<file path="src/rtl/fft_pkg.sv">
// Shared types and helpers for the radix-2 DIT FFT sequencer.
// N/HALF_N/ADDR_W/TW_W describe the default 2048-point build; modules derive their own from LOG2N.
package fft_pkg;

   typedef enum logic [1:0] {IDLE, LOAD, COMPUTE, DRAIN} state_t;

   localparam int LOG2N_DEF = 11;
   localparam int N         = 1 << LOG2N_DEF;
   localparam int HALF_N    = N / 2;
   localparam int ADDR_W    = LOG2N_DEF;
   localparam int TW_W      = LOG2N_DEF - 1;

   // Reverses the low w bits of v; bits above w come back as zero.
   function automatic logic [31:0] bitrev(input logic [31:0] v, input int w);
      logic [31:0] r;
      logic [31:0] x;
      r = '0;
      x = v;
      for (int j = 0; j < w; j++) begin
         r = {r[30:0], x[0]};
         x = x >> 1;
      end
      return r;
   endfunction

endpackage

</file>
<file path="src/rtl/fft_addr_gen.sv">
// Butterfly address generator: (stage s, butterfly i) -> operand A/B addresses and twiddle index.
// Purely combinational, zero latency, no flow control.
module fft_addr_gen #(
   parameter int LOG2N = 11,
   parameter int SW    = $clog2(LOG2N + 1)
) (
   input  logic [SW-1:0]    s,
   input  logic [LOG2N-2:0] i,
   output logic [LOG2N-1:0] addr_a,
   output logic [LOG2N-1:0] addr_b,
   output logic [LOG2N-2:0] tw
);

   logic [LOG2N-1:0] ext_i;
   logic [LOG2N-1:0] span;
   logic [LOG2N-1:0] low_mask;
   logic [SW-1:0]    tw_sh;

   always_comb begin
      ext_i    = {1'b0, i};
      span     = LOG2N'(1) << s;
      low_mask = span - LOG2N'(1);
      // Insert a zero at bit s: the group index moves up one place, the offset stays put.
      addr_a   = (((ext_i >> s) << s) << 1) | (ext_i & low_mask);
      addr_b   = addr_a | span;
      tw_sh    = SW'(LOG2N - 1) - s;
      tw       = (i & low_mask[LOG2N-2:0]) << tw_sh;
   end

endmodule

</file>
<file path="src/rtl/fft_ctrl.sv">
// In-place radix-2 DIT FFT sequencer: bit-reversed load, LOG2N stages of N/2 butterflies, PIPE_LAT write-back delay.
// Load stalls on sample_valid low; compute never stalls. Define FFT_STAGE_SCALE_EN to add the bfu_scale output.
module fft_ctrl
   import fft_pkg::*;
#(
   parameter int LOG2N    = 11,
   parameter int PIPE_LAT = 2
) (
   input  logic                       clk,
   input  logic                       reset,
   input  logic                       start,
   output logic                       busy,
   output logic                       done,
   input  logic                       sample_valid,
   output logic                       sample_ready,
   output logic                       ld_we,
   output logic [LOG2N-1:0]           ld_addr,
   output logic                       rd_en,
   output logic [LOG2N-1:0]           rd_addr_a,
   output logic [LOG2N-1:0]           rd_addr_b,
   output logic [LOG2N-2:0]           tw_addr,
   output logic                       wb_en,
   output logic [LOG2N-1:0]           wb_addr_a,
   output logic [LOG2N-1:0]           wb_addr_b,
`ifdef FFT_STAGE_SCALE_EN
   output logic                       bfu_scale,
`endif
   output logic [$clog2(LOG2N+1)-1:0] stage
);

   localparam int AW  = LOG2N;
   localparam int TWW = LOG2N - 1;
   localparam int SW  = $clog2(LOG2N + 1);
   localparam int DW  = $clog2(PIPE_LAT + 1);
   localparam int PW  = 1 + 2 * AW;

   state_t          state;
   state_t          state_nx;
   logic            done_nx;
   logic [AW-1:0]   k;
   logic [TWW-1:0]  i;
   logic [SW-1:0]   s;
   logic [DW-1:0]   dcnt;
   logic            last_k;
   logic            last_i;
   logic            last_d;
   logic            last_s;
   logic [AW-1:0]   gen_a;
   logic [AW-1:0]   gen_b;
   logic [TWW-1:0]  gen_tw;
   logic [PW-1:0]   pipe [PIPE_LAT];

   fft_addr_gen #(
      .LOG2N (LOG2N),
      .SW    (SW)
   ) u_addr_gen (
      .s      (s),
      .i      (i),
      .addr_a (gen_a),
      .addr_b (gen_b),
      .tw     (gen_tw)
   );

   assign last_k = (k == '1);
   assign last_i = (i == '1);
   assign last_d = (dcnt == DW'(PIPE_LAT - 1));
   assign last_s = (s == SW'(LOG2N - 1));

   always_comb begin
      state_nx     = state;
      done_nx      = 1'b0;
      sample_ready = 1'b0;
      ld_we        = 1'b0;
      rd_en        = 1'b0;
      case (state)
         IDLE: begin
            // The done cycle is still IDLE; a start there is not taken as a new frame.
            if (start && !done) state_nx = LOAD;
         end
         LOAD: begin
            sample_ready = 1'b1;
            ld_we        = sample_valid;
            if (sample_valid && last_k) state_nx = COMPUTE;
         end
         COMPUTE: begin
            rd_en = 1'b1;
            if (last_i) state_nx = DRAIN;
         end
         DRAIN: begin
            if (last_d) begin
               if (last_s) begin
                  state_nx = IDLE;
                  done_nx  = 1'b1;
               end else begin
                  state_nx = COMPUTE;
               end
            end
         end
         default: state_nx = IDLE;
      endcase
   end

   always_ff @(posedge clk) begin
      if (reset) begin
         state <= IDLE;
         done  <= 1'b0;
         k     <= '0;
         i     <= '0;
         s     <= '0;
         dcnt  <= '0;
      end else begin
         state <= state_nx;
         done  <= done_nx;
         if (ld_we) k <= k + AW'(1);
         if (rd_en) i <= i + TWW'(1);
         if (state == DRAIN) begin
            dcnt <= last_d ? '0 : dcnt + DW'(1);
            if (last_d) s <= last_s ? '0 : s + SW'(1);
         end
      end
   end

   assign busy      = (state != IDLE);
   assign stage     = s;
   assign ld_addr   = ld_we ? AW'(bitrev(32'(k), LOG2N)) : '0;
   assign rd_addr_a = rd_en ? gen_a : '0;
   assign rd_addr_b = rd_en ? gen_b : '0;
   assign tw_addr   = rd_en ? gen_tw : '0;

   // Write-back delay line tracks the RAM read plus BFU output register.
   always_ff @(posedge clk) begin
      if (reset) begin
         for (int p = 0; p < PIPE_LAT; p++) pipe[p] <= '0;
      end else begin
         pipe[0] <= {rd_en, rd_addr_a, rd_addr_b};
         for (int p = 1; p < PIPE_LAT; p++) pipe[p] <= pipe[p-1];
      end
   end

   assign {wb_en, wb_addr_a, wb_addr_b} = pipe[PIPE_LAT-1];

`ifdef FFT_STAGE_SCALE_EN
   assign bfu_scale = wb_en;
`endif

endmodule

</file>
<file path="config.mk">
export PLATFORM = sky130hd
export DESIGN_NAME = fft_ctrl
export DESIGN_NICKNAME = d
export VERILOG_FILES = /design/src/rtl/fft_pkg.sv /design/src/rtl/fft_addr_gen.sv /design/src/rtl/fft_ctrl.sv
export SDC_FILE = /design/constraint.sdc
export NUM_CORES = 1
export LEC_CHECK = 0
export ABC_CLOCK_PERIOD_IN_PS = 10950
export CAP_MARGIN = 20
export CORE_ASPECT_RATIO = 2
export CORE_MARGIN = 5
export CORE_UTILIZATION = 55
export CTS_CLUSTER_SIZE = 25
export DETAILED_ROUTE_END_ITERATION = 12
export PLACE_DENSITY = 0.8
export SLEW_MARGIN = 10
export SYNTH_ARGS = -nofsm -noshare
export SYNTH_HDL_FRONTEND = slang
export SYNTH_HIERARCHICAL = 1
export SYNTH_SLANG_ARGS = --single-unit
export TNS_END_PERCENT = 1
</file>
<file path="constraint.sdc">
create_clock -name clk -period 10.95 [get_ports clk]
set_input_delay 2.19 -clock clk [delete_from_list [all_inputs] [get_ports clk]]
set_output_delay 2.19 -clock clk [all_outputs]
set_load 0.005 [all_outputs]
</file>
; ---- Word level (Yosys, flattened, before mapping)
; Memory sizes are Yosys's and may differ from the RTL's.
; Index checks and enable logic that the tools add are counted.
[word_totals]
romBits = 0
ram_bits = 46
memories = 1
reg_bits = 30
latchBits = 0
out_inout_bits = 75
input_bits = 4
[classes]
multipliers = 0
order_cmp = 0
eq_ne = 11
mux = 21
shift = 4
bitwise_logic = 8
n_div = 0
addsub = 6
n_reduce_logical = 8
[memory_table]
columns = name, words, width, read_ports, rd_ports_with_merged_regs, write_ports, line
row1 = pipe, 2, 23, 2, 0, 2, fft_ctrl.sv:51  ; logic [PW-1:0] pipe [PIPE_LAT];
[op_table]
columns = cell, n
row1 = 23-bit 2-to-1 mux, 2
row2 = 11-bit 2-to-1 mux, 3
row3 = 11-bit bitwise OR, 2
row4 = 2-bit 2-to-1 mux, 6
row5 = 11-bit by 1-bit adder with 11-bit output (second input constant), 1
row6 = 10-bit by 11-bit bitwise AND with 11-bit output, 1
row7 = 11-bit equality test (second input constant), 1
row8 = 1-bit by 4-bit << shifter with 11-bit output (first input constant), 1
row9 = 11-bit by 4-bit << shifter with 10-bit output, 1
row10 = 10-bit by 4-bit >> shifter with 11-bit output, 1
row11 = 11-bit by 1-bit subtractor with 11-bit output (second input constant), 1
row12 = 10-bit by 1-bit adder with 10-bit output (second input constant), 1
row13 = 10-bit bitwise AND, 1
row14 = 10-bit equality test (second input constant), 1
row15 = 10-bit 2-to-1 mux, 1
row16 = 10-bit by 4-bit << shifter with 10-bit output, 1
row17 = 2-bit inequality test (second input constant), 4
row18 = 2-bit one-hot mux with 4 select lines, 1
row19 = 1-bit 2-to-1 mux, 7
row20 = 4-bit by 1-bit adder with 4-bit output (second input constant), 1
row21 = 2-bit by 1-bit equality test with 1-bit output (second input constant), 2
row22 = 2-bit equality test (second input constant), 2
row23 = 4-bit equality test (second input constant), 1
row24 = 4-bit 2-to-1 mux, 1
row25 = other kinds (11), 14

; ---- Logic depth before layout (Yosys ltp)
[depth]
depth_word = 7
ltp_mapped = 16
mapped_depth_nobuf = 11

; ---- Cells and area by module
; The synthesis kept the hierarchy.
[modules_own_cells]
columns = module, area_each_um2, cells_per_inst, instances
row1 = fft_ctrl, 3052.9, 316, 1
row2 = fft_addr_gen, 1620.3, 242, 1

; ---- Worst setup path before layout
; Ideal clock, no wire load.
[synth_timing]
path_type = flip-flop to output port
startpoint = register s[0], in the netlist stage[0]
endpoint = output tw_addr[8]
path_slack_ps = 5624
arrival_time_ps = 3136
stages_incl_launch_ff = 17
path_buffers = 5
cell_sequence = dfxtp_1 -> buf_6 -> buf_12 -> buf_2 -> inv_1 -> buf_2 -> ha_1 -> buf_2 -> nand2_1 -> ha_1 -> nor2b_1 -> o21a_1 -> o21a_1 -> mux2_2 -> a32oi_1 -> a31oi_1 -> and2_1
[synth_via]
elab_chain_cells = 5
[synth_rtl]
columns = item, line
row1 = "start, declared", fft_ctrl.sv:42  ; logic [SW-1:0] s;
row2 = "start signal, assigned", fft_ctrl.sv:118  ; if (last_d) s <= last_s ? '0 : s + SW'(1);
row3 = 1-bit by 4-bit << shifter with 11-bit output, fft_addr_gen.sv:21  ; span = LOG2N'(1) << s;
row4 = 11-bit by 1-bit subtractor with 11-bit output, fft_addr_gen.sv:22  ; low_mask = span - LOG2N'(1);
row5 = 10-bit bitwise AND, fft_addr_gen.sv:27  ; tw = (i & low_mask[LOG2N-2:0]) << tw_sh;
row6 = 10-bit by 4-bit << shifter with 10-bit output (*), fft_addr_gen.sv:27
row7 = named net gen_tw[8], fft_ctrl.sv:50  ; logic [TWW-1:0] gen_tw;
row8 = 10-bit 2-to-1 mux (*), fft_ctrl.sv:128  ; assign tw_addr = rd_en ? gen_tw : '0;
row9 = "end, declared", fft_ctrl.sv:21  ; output logic [LOG2N-2:0] tw_addr,
; The timed path passes the listed nets; every way through them passes the cells marked *.

; ---- Worst setup path after layout
[layout_timing]
startpoint = register s[0], in the netlist stage[0]
endpoint = output tw_addr[6]
; Same word-level chain as after synthesis.

==> results_dict.tcl <==
set metrics [dict create \
    outcome "completed" \
    hold_violations 0 \
    post_cts_buffers 0 \
    area_delta_synth_final_pct 19.30 \
    wl_per_cell_um 20.01 \
    synth-xor-area-share_pct 4.311 \
    clock_skew_ps 3.915 \
    synth_adder_area_share_pct 2.142 \
    die_w_um 75.18 \
    p_leak_nw 2.086 \
    antenna_found_initial 0 \
    critical_path.startpoint_type "flip-flop" \
    final_core_util_pct 67.24 \
    hpwlAfterDp_um 10320 \
    finalMaxSlewViolations 0 \
    worst_pin_slew_ps 927.1 \
    ir_worst_vdd_uv 89.55 \
    cts-resized-gates 0 \
    gp_congestion 0.9772 \
    rrSetupSlack_ps 7290 \
    max_freq_mhz 148.4 \
    row_count 47 \
    route.detailed.vias_per_inst 5.999 \
    pwr_density_cell_nw_per_um2 108.5 \
    synth_top_family_by_area "simple AND/OR/NAND/NOR gates" \
    io_buffers 78 \
    crit_start "stage[0]" \
    die_height_um 140.4 \
    syn-instance-count 558 \
    yosysMostFrequentCell "dfxtp_1" \
    synth-main-ff-cell "dfxtp_1" \
    cts_tree "yes" \
    rr_worst_depth 11 \
    power_w 0.0006052 \
    drive_above_1_share_pct 8.180 \
    grt_start_max_net_pins 56 \
    preCtsSetupSlack_ps 4631 \
    path_max_fanout 52 \
    first_pass_iters 5 \
    ys_seq_area_share_pct 32.56 \
    grt_pass1_wl_um 21940 \
    finalCritPeriodShare_pct 61.54 \
    wirelength_um 13950 \
    worst_r2r_endpoint "pipe[0][17]" \
    core_um2 8292 \
    dieArea_um2 10550 \
    met3_usage_pct 4.017 \
    htreeDepth 3 \
    io_pins 79 \
    grt_pass1_vias 4075 \
    grt-ovfl-total 0 \
    critPathKind "flip-flop to output port" \
    synthSimpleGateAreaFrac_pct 32.07 \
    grt_util_all_layers_pct 27.40 \
    syn_area_per_cell_um2 8.375 \
    relSlewSlack_pct 38.19 \
    cp.arrival_ps 4550 \
    synthTopCellsByCount "dfxtp_1 (76), and2_1 (64), nor2_1 (42)" \
    rsz0062_at_grt "no" \
    ant_nets 0 \
    synth_nets 570 \
    cts_hold_buf 0 \
    syn_area_um2 4673 \
    yosys_register_bits 76 \
    diodes 0 \
    worst_ep_required_time_ps 8760 \
    clock_sinks 76 \
    finalSetupTns_ps 0 \
    yosys.area.top_type "dfxtp_1" \
    nNetsFinal 606 \
    maxCapViolations 0 \
    grtUsageMet1_pct 27.96 \
    synthArstFlopShare_pct 0 \
    netlist_top_cells_area "dfxtp_1 (33%), and2_1 (8.6%), nor2b_1 (4.7%)" \
    clk_pin_slew_ps 60 \
    min_path_cells 1 \
    synth_edf_count 0 \
    insertion_delay_ps 330 \
    gr-usage-met2_pct 48.39 \
    synth_compound_area_share_pct 15.18 \
    ys_types 77 \
    crit_path_end_kind "output port" \
    clock-root-buffer "clkbuf_16" \
    hold_path_class "flip-flop to flip-flop" \
    drc 0 \
    dpl_cell_area_um2 5249 \
    worst_hold_path.endpoint "pipe[0][32]" \
    start_util_pct 56.36 \
    setup_viol 0 \
    cts_buffers 9 \
    muxShareOfSynthArea_pct 5.221 \
    postLayoutCellArea_um2 5575 \
    hold_start "pipe[0][9]" \
    finalCriticalPeriod_ps 6739 \
    vias 4181 \
    yosys_warnings 6 \
    drt-initial-drc-count 260 \
    grt_most_used_layer "met2" \
    reg2reg_from "stage[0]" \
    cts_buffer_depth 2 \
    synth_top_area_share_pct 32.56 \
    setup_slack_ps 4211 \
]
-- stage by stage --
step / instances / hold WS (ps)
finish: 697 / 431.8
global route: 697 / 453.0
detailed placement: 681 / 420.4
global placement: 681 / 417.6
CTS: 697 / 434.6
floorplan: 558 / 413.8
-- report_power, final --
group / internal, W / switching [W] / total, W
logic: 0.00000366 / 0.00000534 / 0.00000900
clock network: 0.000202 / 0.000115 / 0.000317
registers: 0.000277 / 0.00000166 / 0.000279
-- cell usage in the layout (no fill, tap or decap), types with 9 or more instances in the layout --
| master | n |
|---|---|
| nand2_1 | 36 |
| a21oi_1 | 20 |
| nor2_1 | 42 |
| mux2i_1 | 15 |
| nand3_1 | 16 |
| inv_1 | 9 |
| nor3_1 | 14 |
| o21ai_0 | 16 |
| xnor2_1 | 9 |
| and2_1 | 64 |
| nor2b_1 | 34 |
| xor2_1 | 14 |
| clkdlybuf4s50_1 | 77 |
| clkbuf_16 | 9 |
| dfxtp_1 | 75 |
-- area by class of cell --
| cell class | instances | area, um2 |
|---|---|---|
| well taps | 98 | 122.6 |
| fillers | 726 | 2716 |
| clock inverters | 6 | 97.59 |
| inverters | 9 | 33.78 |
| multi-input cells | 415 | 2756 |
| repair buffers | 83 | 813.3 |
| flip-flops and latches | 76 | 1523 |
| clock buffers | 10 | 229.0 |
-- sequential cells by signal (all words and copies together), names as in the netlist --
| signal | flops |
|---|---|
| i | 10 |
| stage | 4 |
| dcnt | 2 |
| k | 11 |
| done | 1 |
| state | 2 |
| pipe | 46 |
-- how the worst max path moves through the flow --
stage                     cells past startpoint  slack (ps)    endpoint
after global placement                       13        4780  tw_addr[6]
after global routing                         13        3900  tw_addr[6]
after CTS                                    13        4260  tw_addr[6]
after detailed placement                     13        4630  tw_addr[6]
after floorplan                              16        5620  tw_addr[8]
final                                        13        4210  tw_addr[6]
-- metal layers --
metal,vias to the layer above,part of all wire (%)
met1,1944,35
met3,52,4.7
met4,0,7.0
li1,1995,-
met5,-,0
met2,190,54
-- worst max-delay path, cell delays in order (launching register included) --
cell	delay, ps
dfxtp_2	310
buf_4	290
inv_1	440
ha_1	530
nand2_1	140
ha_1	310
nand2b_1	170
mux2i_1	440
mux2i_1	150
nor2_1	120
a31oi_1	80
a2111oi_1	540
and2_1	200
clkdlybuf4s50_1	500
-- cell families (layout without fill, tap and decap cells) --
| kind of cell | Yosys count | in the layout |
|---|---|---|
| simple gates | 262 | 262 |
| compound gates | 99 | 99 |
| flops | 76 | 76 |
| buf+inv | 67 | 108 |
| xor+xnor | 23 | 23 |
| mux | 23 | 23 |
| fa+ha+maj | 8 | 8 |
No activity file was read; power rests on OpenSTA's default activity.
